<file path="src/rtl/mp_pkg.sv">
// ---------------------------------------------------------------------------
// mp_pkg -- shared definitions for the mp_pipe_core datapath.
//   * opcode encodings (6-bit field in instruction[5:0])
//   * opcode_is_legal(): true for the eleven implemented operations
// No ports (package).
// ---------------------------------------------------------------------------
package mp_pkg;

  localparam int OPC_W = 6;

  localparam logic [OPC_W-1:0] OP_MIN = 6'd2;
  localparam logic [OPC_W-1:0] OP_ABS = 6'd3;
  localparam logic [OPC_W-1:0] OP_ADD = 6'd4;
  localparam logic [OPC_W-1:0] OP_AVG = 6'd6;
  localparam logic [OPC_W-1:0] OP_MAX = 6'd7;
  localparam logic [OPC_W-1:0] OP_XOR = 6'd8;
  localparam logic [OPC_W-1:0] OP_SUB = 6'd10;
  localparam logic [OPC_W-1:0] OP_AND = 6'd11;
  localparam logic [OPC_W-1:0] OP_NEG = 6'd12;
  localparam logic [OPC_W-1:0] OP_NOT = 6'd13;
  localparam logic [OPC_W-1:0] OP_OR  = 6'd14;

  function automatic logic opcode_is_legal(input logic [OPC_W-1:0] op);
    logic legal;
    case (op)
      OP_MIN, OP_ABS, OP_ADD, OP_AVG, OP_MAX, OP_XOR,
      OP_SUB, OP_AND, OP_NEG, OP_NOT, OP_OR: legal = 1'b1;
      default:                               legal = 1'b0;
    endcase
    return legal;
  endfunction

endpackage

</file>
<file path="src/rtl/mp_alu_p.sv">
// ---------------------------------------------------------------------------
// mp_alu_p -- purely combinational ALU for mp_pipe_core.
// Ports:
//   i_op  6       opcode (see mp_pkg)
//   i_a   DATA_W  operand a (two's complement)
//   i_b   DATA_W  operand b (two's complement)
//   o_y   DATA_W  result; illegal opcodes yield zero (never stored upstream)
// ---------------------------------------------------------------------------
module mp_alu_p
  import mp_pkg::*;
#(
  parameter int DATA_W = 32
) (
  input  logic [OPC_W-1:0]  i_op,
  input  logic [DATA_W-1:0] i_a,
  input  logic [DATA_W-1:0] i_b,
  output logic [DATA_W-1:0] o_y
);

  logic [DATA_W:0]   w_sum_ext;
  logic              w_a_lt_b;

  // Sign-extend both operands by one bit so the average never overflows;
  // the arithmetic shift right by one is then just dropping bit 0.
  assign w_sum_ext = {i_a[DATA_W-1], i_a} + {i_b[DATA_W-1], i_b};
  assign w_a_lt_b  = $signed(i_a) < $signed(i_b);

  always_comb begin
    o_y = '0;
    case (i_op)
      OP_ADD: o_y = i_a + i_b;
      OP_SUB: o_y = i_a - i_b;
      // Two's complement negate wraps, so the most-negative value maps to itself.
      OP_ABS: o_y = i_a[DATA_W-1] ? (~i_a + 1'b1) : i_a;
      OP_NEG: o_y = ~i_a + 1'b1;
      OP_MAX: o_y = w_a_lt_b ? i_b : i_a;
      OP_MIN: o_y = w_a_lt_b ? i_a : i_b;
      OP_AVG: o_y = w_sum_ext[DATA_W:1];
      OP_NOT: o_y = ~i_a;
      OP_OR:  o_y = i_a | i_b;
      OP_AND: o_y = i_a & i_b;
      OP_XOR: o_y = i_a ^ i_b;
      default: o_y = '0;
    endcase
  end

endmodule

</file>
<file path="src/rtl/mp_pipe_core.sv">
// ---------------------------------------------------------------------------
// mp_pipe_core -- two-stage register-file ALU pipeline with full forwarding.
//   S1: latched opcode/operands/rd, ALU evaluates combinationally from S1.
//   S2: registered result/rd, drives res/res_rd/res_valid directly.
//   Register file is written only when S2's result is consumed.
// Ports:
//   clk, rst                      clock, synchronous active-high reset
//   in_valid/in_ready/instruction instruction handshake
//                                 (op[5:0] rs1[10:6] rs2[15:11] rd[20:16])
//   res_valid/res_ready/res/res_rd result handshake
//   err                           one-cycle pulse after an illegal opcode is accepted
//   illegal_cnt                   saturating illegal-opcode count
//   cfg_we/cfg_addr/cfg_data      register preload port
// ---------------------------------------------------------------------------
module mp_pipe_core
  import mp_pkg::*;
#(
  parameter  int DATA_W  = 32,
  parameter  int REG_N   = 32,
  parameter  int R0_ZERO = 1,
  parameter  int CNT_W   = 16,
  localparam int AW      = $clog2(REG_N)
) (
  input  logic              clk,
  input  logic              rst,
  input  logic              in_valid,
  output logic              in_ready,
  input  logic [31:0]       instruction,
  output logic              res_valid,
  input  logic              res_ready,
  output logic [DATA_W-1:0] res,
  output logic [AW-1:0]     res_rd,
  output logic              err,
  output logic [CNT_W-1:0]  illegal_cnt,
  input  logic              cfg_we,
  input  logic [AW-1:0]     cfg_addr,
  input  logic [DATA_W-1:0] cfg_data
);

  // Register file and pipeline state
  logic [DATA_W-1:0] r_rf [REG_N];

  logic              r_s1_valid;
  logic [OPC_W-1:0]  r_s1_op;
  logic [DATA_W-1:0] r_s1_a;
  logic [DATA_W-1:0] r_s1_b;
  logic [AW-1:0]     r_s1_rd;

  logic              r_s2_valid;
  logic [DATA_W-1:0] r_res;
  logic [AW-1:0]     r_res_rd;

  logic              r_err;
  logic [CNT_W-1:0]  r_illegal_cnt;

  // Decode
  logic [OPC_W-1:0]  w_op;
  logic [AW-1:0]     w_rd;
  logic [AW-1:0]     w_rs [2];
  logic [DATA_W-1:0] w_opnd_a;
  logic [DATA_W-1:0] w_opnd_b;
  logic              w_legal;
  logic              w_accept;
  logic              w_s2_load;
  logic              w_consume;
  logic [DATA_W-1:0] w_alu_y;
  logic              w_unused_instr;

  assign w_op    = instruction[5:0];
  assign w_rs[0] = instruction[6 +: AW];
  assign w_rs[1] = instruction[11 +: AW];
  assign w_rd    = instruction[16 +: AW];
  // Upper instruction bits (and field bits above AW) are don't-care.
  assign w_unused_instr = ^instruction;

  assign w_legal   = opcode_is_legal(w_op);
  assign w_s2_load = !r_s2_valid || res_ready;
  assign w_consume = r_s2_valid && res_ready;
  assign in_ready  = !r_s1_valid || w_s2_load;
  assign w_accept  = in_valid && in_ready;

  mp_alu_p #(.DATA_W(DATA_W)) u_alu (
    .i_op (r_s1_op),
    .i_a  (r_s1_a),
    .i_b  (r_s1_b),
    .o_y  (w_alu_y)
  );

  // Operand fetch with forwarding. S1 holds the youngest in-flight write,
  // so it outranks S2, which outranks the architectural register file.
  // Register 0 short-circuits to zero before any rd comparison, so an
  // in-flight rd=0 result can never leak through forwarding.
  genvar gi;
  generate
    for (gi = 0; gi < 2; gi++) begin : g_opnd
      logic [DATA_W-1:0] w_val;
      always_comb begin
        w_val = r_rf[w_rs[gi]];
        if ((R0_ZERO != 0) && (w_rs[gi] == '0)) begin
          w_val = '0;
        end else if (r_s1_valid && (r_s1_rd == w_rs[gi])) begin
          w_val = w_alu_y;
        end else if (r_s2_valid && (r_res_rd == w_rs[gi])) begin
          w_val = r_res;
        end
      end
    end
  endgenerate

  assign w_opnd_a = g_opnd[0].w_val;
  assign w_opnd_b = g_opnd[1].w_val;

  // Register file: the preload port is applied first so that a writeback to
  // the same address on the same edge overrides it.
  always_ff @(posedge clk) begin
    if (rst) begin
      for (int i = 0; i < REG_N; i++) begin
        r_rf[i] <= '0;
      end
    end else begin
      if (cfg_we && !((R0_ZERO != 0) && (cfg_addr == '0))) begin
        r_rf[cfg_addr] <= cfg_data;
      end
      if (w_consume && !((R0_ZERO != 0) && (r_res_rd == '0))) begin
        r_rf[r_res_rd] <= r_res;
      end
    end
  end

  // Pipeline stages, error pulse and illegal counter
  always_ff @(posedge clk) begin
    if (rst) begin
      r_s1_valid    <= 1'b0;
      r_s1_op       <= '0;
      r_s1_a        <= '0;
      r_s1_b        <= '0;
      r_s1_rd       <= '0;
      r_s2_valid    <= 1'b0;
      r_res         <= '0;
      r_res_rd      <= '0;
      r_err         <= 1'b0;
      r_illegal_cnt <= '0;
    end else begin
      r_err <= w_accept && !w_legal;
      if (w_accept && !w_legal && (r_illegal_cnt != {CNT_W{1'b1}})) begin
        r_illegal_cnt <= r_illegal_cnt + CNT_W'(1);
      end

      if (w_s2_load) begin
        r_s2_valid <= r_s1_valid;
        if (r_s1_valid) begin
          r_res    <= w_alu_y;
          r_res_rd <= r_s1_rd;
        end
      end

      // Illegal opcodes are consumed from the input but leave S1 empty.
      if (w_accept && w_legal) begin
        r_s1_valid <= 1'b1;
        r_s1_op    <= w_op;
        r_s1_a     <= w_opnd_a;
        r_s1_b     <= w_opnd_b;
        r_s1_rd    <= w_rd;
      end else if (w_s2_load) begin
        r_s1_valid <= 1'b0;
      end
    end
  end

  assign res_valid   = r_s2_valid;
  assign res         = r_res;
  assign res_rd      = r_res_rd;
  assign err         = r_err;
  assign illegal_cnt = r_illegal_cnt;

endmodule

</file>
<file path="config.mk">
export PLATFORM = sky130hd
export DESIGN_NAME = mp_pipe_core
export DESIGN_NICKNAME = d
export VERILOG_FILES = /design/src/rtl/mp_pkg.sv /design/src/rtl/mp_alu_p.sv /design/src/rtl/mp_pipe_core.sv
export SDC_FILE = /design/constraint.sdc
export NUM_CORES = 2
export LEC_CHECK = 0
export BUFFER_PORTS_ARGS = -buffer_cell sky130_fd_sc_hd__buf_4
export CAP_MARGIN = 5
export CELL_PAD_IN_SITES_DETAIL_PLACEMENT = 1
export CELL_PAD_IN_SITES_GLOBAL_PLACEMENT = 1
export CORE_MARGIN = 1.5
export CORE_UTILIZATION = 52
export DETAILED_ROUTE_END_ITERATION = 12
export PLACE_DENSITY_LB_ADDON = 0.08
export SYNTH_ARGS = -nofsm -noshare
export SYNTH_HDL_FRONTEND = slang
export SYNTH_HIERARCHICAL = 1
export SYNTH_SLANG_ARGS = --single-unit
</file>
<file path="constraint.sdc">
create_clock -name clk -period 5.2 [get_ports clk]
set_input_delay 0.26 -clock clk [delete_from_list [all_inputs] [get_ports clk]]
set_output_delay 0.26 -clock clk [all_outputs]
set_load 0.01 [all_outputs]
</file>
==> flow_summary.ini <==
[status]
status = complete, no violations

[die]
fp.dieArea_um2 = 142000
num_io_pins = 130
die_h_um = 377
die_w_um = 377
core_um2 = 138000
initial_core_util = 0.527
num_rows = 136

[sta]
hold-worst-slack_ns = 0.0695
slew_viol_final = 0
fmax_mhz = 194
finalHoldViolCount = 0
rsz0062_at_grt = false
tns_ns = 0
worstMarginPinSlew_ns = 1.25
period_needed_ns = 5.16
worst_clock_skew_ns = 0.0405
setup_ws_ns = 0.0393
slew_headroom = 0.167
post-route-period-util = 0.992
setup_viol = 0

[finish]
final_core_utilization = 0.580
regArea_um2 = 33400
drive_gt1_frac = 0.167
final_common_cell = edfxtp_1
areaGrowthSynthToFinish_pct = 10.1
layout_common_cells = edfxtp_1, a22o_1, mux2i_1, buf_4, a21oi_1
n_fill_cell = 13800
multi_input_area_um2 = 36800
fin_nets = 6335

[placement]
dpl_worst_slack_ns = 0.292
hpwl_um = 201000
gp_congestion = 0.982
io_buffers = 118

[drt]
ant_nets = 0
routed_wl_um = 298000
routed_via_density = 7.54
vias = 61300
drt-pass1-iter-count = 5
wl_per_cell_um = 36.7
drc = 0
drtIter0Drc = 7700

[power_and_ir_drop]
power-per-cell-area_nw_per_um2 = 291
seq_power_share = 0.467
intPower_mw = 16.7
pwr-share-comb = 0.145
ir_worst_vdd_v = 0.000286
swShare = 0.284
switching_power_mw = 6.60
power_leakage_nw = 28.0
p_clk_frac = 0.388

[logic_synthesis]
synth_top_area_frac = 0.423
ys_ff_latch = 1155
synth_edf_count = 1024
yosysWarnings = 6
synthArstFlopShare = 0
yosys.area.top_type = edfxtp_1
synth_cell_type_count = 94
syn_area_um2 = 72700
ys_top_cells_by_area = edfxtp_1, a22o_1, mux4_2
synthCells = 6398
seq_area_frac_synth = 0.459
avgSynthCellArea_um2 = 11.4
synth_ff_type = edfxtp_1

[worst_setup_path]
r2r_slack_ns = 0.04
start_kind = flop
rr_startpoint = r_s1_a[0]$_SDFFE_PP0P_
r2r_cells = 15
rr_endpoint = r_s1_b[30]$_SDFFE_PP0P_
endpoint_kind = flop
critPathMaxFanout = 6
worstSetupPathType = flop to flop
crit_required_ns = 5.85
cp.arrival_ns = 5.81

[clock_tree]
clock_sinks = 1155
ctsResizeCount = 0
clk_latency_ns = 0.79
h-tree-depth = 4
clkTransAtPathRegs_ns = 0.06
cts_tree = built
root_buffer = clkbuf_16
cts_buffers = 134
clock_path_buffers = 3

[worst_hold_path]
min_to = r_s1_op[1]$_SDFFE_PP0P_
hold_start = instruction[4]
hp-class = primary input to flop
hold_path_depth = 6

[grt]
grt_max_degree = 89
grt_pass1_vias = 61400
grt.total_usage = 0.411
overflow = 0
antenna_found_initial = 20
grt_pass1_wl_um = 429000

[job]
maxCapViolCount = 0
==> cell families (layout without fill, tap and decap cells) <==
| group | count (synthesis) | in the layout | synth area share |
|---|---|---|---|
| adders and majority gates | 102 | 102 | 0.0178 |
| buffers and inverters | 904 | 733 | 0.0504 |
| xor gates and xnor gates | 69 | 69 | 0.00832 |
| DFF | 1155 | 1155 | 0.459 |
| and+or+nand+nor | 1113 | 1113 | 0.0725 |
| muxes | 784 | 784 | 0.155 |
| AOI/OAI and AO/OA | 2270 | 2270 | 0.237 |
| other | 1 | 37 | 0.0000516 |
==> metal layers <==
metal	routed length (um)	part of all wire	track usage	vias up
li1	-	-	-	25100
met1	111000	0.37	0.529	31600
met2	138000	0.46	0.655	3862
met3	36300	0.12	0.118	800
met4	12100	0.041	0.155	16
met5	330	0.0011	0.0120	-
==> sequential cells by signal, summed over array words and instances (netlist names) <==
| name | flops |
|---|---|
| res | 32 |
| res_rd | 5 |
| r_s1_a | 32 |
| r_s1_b | 32 |
| r_rf | 1024 |
| illegal_cnt | 16 |
| err | 1 |
| r_s1_op | 6 |
| r_s1_valid | 1 |
| r_s1_rd | 5 |
| res_valid | 1 |
==> metrics by stage <==
step | total power [mW] | cell area (um2) | std cells
after global routing | 23.7 | 80000 | 8123
after global placement | 14.1 | 75800 | 7874
after CTS | 23.1 | 80000 | 8120
after detailed placement | 14.2 | 75800 | 7874
final | 23.3 | 80000 | 8126
after floorplan | 12.9 | 72800 | 6429
==> power groups by stage <==
stage | logic, mW | registers, mW | clock network, mW
3_3_place_gp | 3.16 | 11.0 | 0
3_5_place_dp | 3.23 | 11.0 | 0
5_1_grt | 3.49 | 10.9 | 9.33
4_1_cts | 3.25 | 10.8 | 9.04
2_1_floorplan | 2.00 | 10.9 | 0
6_report | 3.38 | 10.9 | 9.02
==> critical path, stage by stage (launching register included) <==
cell and delay [ns]:
dfxtp_1 0.42, inv_1 0.12, ha_1 0.25, fa_1 0.44, o21ba_2 0.25, a2111o_1 0.46, a21oi_1 0.48, o2111ai_1 0.43
a2111oi_0 0.52, o31ai_1 0.16, mux2i_1 0.17, a2111oi_0 0.49, nand2_1 0.30, mux2i_1 0.21, o32ai_1 0.10, a31o_2 0.23
==> final cells by class <==
type | instances | share of cell area
flip-flops and latches | 1155 | 0.417
diodes | 5 | 0.000156
clock inverters | 65 | 0.00677
multi-input cells | 4370 | 0.459
clock buffers | 169 | 0.0438
well taps | 1863 | 0.0291
repair buffers | 393 | 0.0388
inverters | 106 | 0.00499
==> synth_stat cells, drive strengths merged (106+ instances only) <==
cell / instances
a22o: 994
buf: 200
mux4: 264
edfxtp: 1024
nor2: 291
a21oi: 356
nor3: 109
o21ai: 226
nand2: 342
inv: 106
mux2i: 453
dfxtp: 131
clkbuf: 598
==> how the worst max path moves through the flow <==
stage	start	endpoint	slack, ns
finish	r_s1_a[0]$_SDFFE_PP0P_	r_s1_b[30]$_SDFFE_PP0P_	0.04
global route	r_s1_b[5]$_SDFFE_PP0P_	r_s1_a[22]$_SDFFE_PP0P_	0.06
CTS	r_s1_a[0]$_SDFFE_PP0P_	r_s1_b[30]$_SDFFE_PP0P_	0.28
detailed placement	r_s1_a[0]$_SDFFE_PP0P_	r_s1_b[30]$_SDFFE_PP0P_	0.29
global placement	r_s1_a[0]$_SDFFE_PP0P_	r_s1_b[30]$_SDFFE_PP0P_	0.26
floorplan	cfg_addr[2]	r_rf[12][0]$_DFFE_PP_	1.35
==> what timing repair did <==
action	4_1_cts	5_1_grt
endpoints found under the setup margin	0	0
buffers inserted	0	0
hold buffers	12	0
endpoints found under the hold margin	38	0
(Power assumes the default switching activity.)
